===== config.mk =====
export PLATFORM = sky130hd
export DESIGN_NAME = multicycle_control
export DESIGN_NICKNAME = d
export VERILOG_FILES = /design/src/rtl/multicycle_control.sv
export SDC_FILE = /design/constraint.sdc
export NUM_CORES = 1
export LEC_CHECK = 0
export CORE_MARGIN = 8
export CORE_UTILIZATION = 45
export CTS_BUF_LIST = sky130_fd_sc_hd__clkbuf_16
export DETAILED_ROUTE_END_ITERATION = 6
export HOLD_SLACK_MARGIN = 0.12
export PLACE_DENSITY = 0.76
export REMOVE_ABC_BUFFERS = 1
export SETUP_SLACK_MARGIN = 0.05
export SLEW_MARGIN = 20
export SYNTH_ARGS = -nofsm -noshare
export SYNTH_HDL_FRONTEND = slang
export SYNTH_SLANG_ARGS = --single-unit

===== constraint.sdc =====
create_clock -name clk -period 2.3 [get_ports clk]
set_input_delay 0.46 -clock clk [delete_from_list [all_inputs] [get_ports clk]]
set_output_delay 0.46 -clock clk [all_outputs]
set_load 0.005 [all_outputs]

===== src/rtl/multicycle_control.sv =====
// Multi-cycle control FSM for the 16-bit RISC core: fetch/decode/execute/memory/writeback
// sequencing over a shared req/ack memory port, with a sticky memory-timeout fault.
module multicycle_control #(
  parameter int unsigned          OPC_W       = 4,
  parameter logic [OPC_W-1:0]     OP_LW       = OPC_W'(0),
  parameter logic [OPC_W-1:0]     OP_SW       = OPC_W'(1),
  parameter logic [OPC_W-1:0]     OP_BEQ      = OPC_W'(11),
  parameter logic [OPC_W-1:0]     OP_BNE      = OPC_W'(12),
  parameter logic [OPC_W-1:0]     OP_J        = OPC_W'(13),
  parameter int unsigned          MEM_TIMEOUT = 15
) (
  input  logic             clk,
  input  logic             rst_n,
  input  logic [OPC_W-1:0] opcode,
  input  logic             zero,
  input  logic             mem_ack,
  output logic             mem_r,
  output logic             mem_w,
  output logic             i_or_d,
  output logic             ir_w,
  output logic             pc_w,
  output logic [1:0]       pc_src,
  output logic             reg_dst,
  output logic             reg_w,
  output logic             mem_to_reg,
  output logic             alu_src_a,
  output logic [1:0]       alu_src_b,
  output logic [1:0]       alu_op,
  output logic             instr_done,
  output logic             fault,
  output logic [3:0]       state
);

  localparam int unsigned    CNT_W   = $clog2(MEM_TIMEOUT + 1);
  localparam logic [CNT_W-1:0] CNT_MAX = CNT_W'(MEM_TIMEOUT);

  typedef enum logic [3:0] {
    S_RST      = 4'd0,
    S_FETCH    = 4'd1,
    S_DECODE   = 4'd2,
    S_MEM_ADDR = 4'd3,
    S_MEM_RD   = 4'd4,
    S_MEM_WB   = 4'd5,
    S_MEM_WR   = 4'd6,
    S_EXEC     = 4'd7,
    S_ALU_WB   = 4'd8,
    S_BRANCH   = 4'd9,
    S_JUMP     = 4'd10,
    S_FAULT    = 4'd11
  } state_t;

  state_t           r_state;
  state_t           w_state_nxt;
  logic [CNT_W-1:0] r_cnt;
  logic [CNT_W-1:0] w_cnt_nxt;
  logic             r_fault;
  logic             w_is_wait;
  logic             w_timeout;

  // State, timeout counter and sticky fault registers
  always_ff @(posedge clk) begin
    if (!rst_n) begin
      r_state <= S_RST;
      r_cnt   <= '0;
      r_fault <= 1'b0;
    end else begin
      r_state <= w_state_nxt;
      r_cnt   <= w_cnt_nxt;
      if (w_state_nxt == S_FAULT) r_fault <= 1'b1;
    end
  end

  assign state = r_state;
  assign fault = r_fault;

  // Next state and Moore-decoded controls
  always_comb begin
    w_state_nxt = r_state;
    w_cnt_nxt   = r_cnt;
    mem_r       = 1'b0;
    mem_w       = 1'b0;
    i_or_d      = 1'b0;
    ir_w        = 1'b0;
    pc_w        = 1'b0;
    pc_src      = 2'b00;
    reg_dst     = 1'b0;
    reg_w       = 1'b0;
    mem_to_reg  = 1'b0;
    alu_src_a   = 1'b0;
    alu_src_b   = 2'b00;
    alu_op      = 2'b00;
    instr_done  = 1'b0;
    w_is_wait   = (r_state == S_FETCH) || (r_state == S_MEM_RD) || (r_state == S_MEM_WR);
    w_timeout   = (r_cnt == CNT_MAX) && !mem_ack;

    case (r_state)
      S_RST: w_state_nxt = S_FETCH;
      S_FETCH: begin
        mem_r     = 1'b1;
        alu_src_b = 2'b01;
        alu_op    = 2'b10;
        ir_w      = mem_ack;
        pc_w      = mem_ack;
        if (mem_ack)        w_state_nxt = S_DECODE;
        else if (w_timeout) w_state_nxt = S_FAULT;
      end
      S_DECODE: begin
        alu_src_b = 2'b10;
        alu_op    = 2'b10;
        if (opcode == OP_LW || opcode == OP_SW)        w_state_nxt = S_MEM_ADDR;
        else if (opcode == OP_BEQ || opcode == OP_BNE) w_state_nxt = S_BRANCH;
        else if (opcode == OP_J)                       w_state_nxt = S_JUMP;
        else                                           w_state_nxt = S_EXEC;
      end
      S_MEM_ADDR: begin
        alu_src_a   = 1'b1;
        alu_src_b   = 2'b10;
        alu_op      = 2'b10;
        w_state_nxt = (opcode == OP_LW) ? S_MEM_RD : S_MEM_WR;
      end
      S_MEM_RD: begin
        mem_r  = 1'b1;
        i_or_d = 1'b1;
        if (mem_ack)        w_state_nxt = S_MEM_WB;
        else if (w_timeout) w_state_nxt = S_FAULT;
      end
      S_MEM_WB: begin
        reg_w       = 1'b1;
        mem_to_reg  = 1'b1;
        instr_done  = 1'b1;
        w_state_nxt = S_FETCH;
      end
      S_MEM_WR: begin
        mem_w      = 1'b1;
        i_or_d     = 1'b1;
        instr_done = mem_ack;
        if (mem_ack)        w_state_nxt = S_FETCH;
        else if (w_timeout) w_state_nxt = S_FAULT;
      end
      S_EXEC: begin
        alu_src_a   = 1'b1;
        w_state_nxt = S_ALU_WB;
      end
      S_ALU_WB: begin
        reg_w       = 1'b1;
        reg_dst     = 1'b1;
        instr_done  = 1'b1;
        w_state_nxt = S_FETCH;
      end
      S_BRANCH: begin
        alu_src_a   = 1'b1;
        alu_op      = 2'b01;
        pc_src      = 2'b01;
        pc_w        = ((opcode == OP_BEQ) && zero) || ((opcode == OP_BNE) && !zero);
        instr_done  = 1'b1;
        w_state_nxt = S_FETCH;
      end
      S_JUMP: begin
        pc_w        = 1'b1;
        pc_src      = 2'b10;
        instr_done  = 1'b1;
        w_state_nxt = S_FETCH;
      end
      S_FAULT: w_state_nxt = S_FAULT;
      default: w_state_nxt = S_FAULT;
    endcase

    // Any state change (wait-state entry, or leaving on ack/timeout) restarts the count
    if (w_state_nxt != r_state) begin
      w_cnt_nxt = '0;
    end else if (w_is_wait && !mem_ack && (r_cnt != CNT_MAX)) begin
      w_cnt_nxt = r_cnt + CNT_W'(1);
    end
  end

endmodule


==> reports/qor.txt <==
overall power = 0.7437 mW
Post-Place Cell Area = 1212 um2
Achievable Freq = 451.7 MHz
crit-path max FO = 4
cts repair resizes = 8
hold_buf cts = 0
syn avg cell area = 7.442 um2
PwrDens = 561.3 nW/um2
Worst EP required = 2.45 ns
Post-synth EDFFs = 0
Gate Count Post-Synth = 115
Area growth, synth to finish = 54.82%
clock transition at the registers of the reported paths = 0.04 ns
Clock Tree Buf Depth = 2
Worst setup SP type = primary input
Buffers on Ports = 28
Setup crit end kind = flip-flop
Setup Buffers After CTS = 0
CTS Buf Count = 3
post-DP HPWL = 2.044 mm
vias per std cell = 5.831
Max-Slew Margin vs Limit = 70.88%
all-layer global routing usage = 16.56%
clock latency on the worst-skew pair = 0.23 ns
final setup violation count = 0
vias in the first global route = 985
Synth area leader = dfxtp_1
Yosys cell types = 46
Hold Fails Final Rpt = 0
clk_skew = 0.0004206 ns
final core occ = 75.11%
initial antenna violation count = 0
maximum vdd drop = 0.0004774 V
static leakage = 0.5364 nW
# fillers = 154
pins over their slew limit = 0
top cells by area, synth = dfxtp_1, nor2_1, nand2b_1
DR vias = 1032
post-route insts no fill = 177
crit path time final = 2.214 ns
Synth Warn # = 0
remaining routing DRC violations = 0
diode count = 0
asr flop ratio synth = 0%
maximum number of pins on one net before global-route repair = 19
Design Area, Final = 1325 um2
Crit Path Class = primary input to flip-flop
Post-Syn Area = 855.8 um2
slew at the pin closest to its max-slew limit = 0.4314 ns
# nets final = 162
count of boundary I/O pins = 29
final period utilization = 96.25%
core area = 1764 um2
CTS tree = done
layout cell share with drive strength beyond 1 = 22.37%
crit path DAT = 2.36 ns
Die ar. = 3553 um2
first-pass GRT wire length = 4.547 mm
Final ANT Viol Nets = 0
H-Tree Depth = 1
r2r setup slk = 0.36 ns
Synth top cells by count = nor2_1, dfxtp_1, nand2b_1, nor3_1, nor2b_1
Clock Sinks = 9
Pre-antenna DRT Iters = 4
DR WL/cell = 16.16 um
clock root cell = clkbuf_16
post-synthesis sequential area ratio = 21.05%
die extent in x = 59.61 um
ys flop type = dfxtp_1
grt ovf = 0
Placed Instances = 173
max_cap viols = 0
gpl congestion = 0.8627
initial DRC count = 24
# rows = 15
Hold WS = 0.4946 ns
#FFs+latches synth = 9
unrepaired setup endpoints after global routing = true
Hold Crit Class = flip-flop to flip-flop
Yosys top cell area share = 21.05%
most common cell in the netlist = nor2_1
Starting Density = 48.51%
Die Y = 59.61 um
Final Routed Wirelength = 2.861 mm
status = finished, final reports clean
where the power goes:
part	internal (mW)	leakage [nW]	total, mW	switching [mW]
clock	0.227	0.0423	0.299	0.0721
combinational	0.140	0.420	0.263	0.123
sequential	0.166	0.0746	0.182	0.0157
worst max-delay path, cell delays in order:
cell and delay [ns]:
clkdlybuf4s50_1 0.45, buf_4 0.16, or3_1 0.37, a31o_2 0.27, a21oi_1 0.23, o22ai_1 0.20
nor3_2 0.22
worst paths after layout:
check,to,from,cells after the start
worst min-delay path,fault,fault,1
worst min register to register,fault,fault,1
worst max register to register,r_cnt[0],state[2],6
worst max-delay path,r_cnt[0],opcode[1],7
stage by stage:
step,worst slack (ns),setup TNS (ns)
after floorplan,0.4612,0
after global placement,-0.02016,-0.04317
after detailed placement,-0.1022,-0.4562
after CTS,0.06229,0
after global routing,0.03273,0
final,0.08635,0
layout make-up:
cell class	count	area, um2	area share [%]
clock buffers	3	75.07	5.666
multi-input cells	98	646.9	48.82
well taps	25	31.28	2.361
flip-flops and latches	9	185.2	13.98
clock inverters	1	3.754	0.2833
repair buffers	41	382.9	28.90
cells in the final DEF, fill, tap and decap left out, types with 2 or more instances in the layout:
cell,count
a31oi_1,2
o21a_1,3
or2_2,2
buf_6,2
and3_1,2
a21oi_1,4
nor2b_2,2
and2_1,4
nor2_1,17
o21ai_0,4
nor3_1,5
clkbuf_16,3
nand2b_1,6
a211oi_1,2
o22ai_1,2
clkdlybuf4s50_1,26
dfxtp_2,4
dlygate4sd2_1,2
nand3_1,3
o211ai_1,3
nand3b_1,3
nor2b_1,3
buf_4,11
nand2_1,4
dfxtp_1,5
routing by layer:
layer  GRT usage, %  up-vias  wire (um)
met3          3.688        5        204
met2          30.35       39       1455
met4          6.803        0         37
met5              0        -          0
li1               -      498          -
met1          17.54      490       1164
state kept, by name (all words and copies together), names as in the netlist:
signal,cells
state,4
r_cnt,4
fault,1
logic make-up (layout without fill, tap and decap cells):
group | after synthesis | in the layout | share of synthesized area [%]
adders and majority gates | 1 | 1 | 1.462
and+or+nand+nor | 65 | 65 | 43.86
muxes | 2 | 2 | 2.485
xor gates and xnor gates | 2 | 2 | 2.047
AOI/OAI and AO/OA | 28 | 28 | 22.95
buffers and inverters | 8 | 45 | 6.140
DFF | 9 | 9 | 21.05
Note: power is estimated with default switching activity, not from simulation.
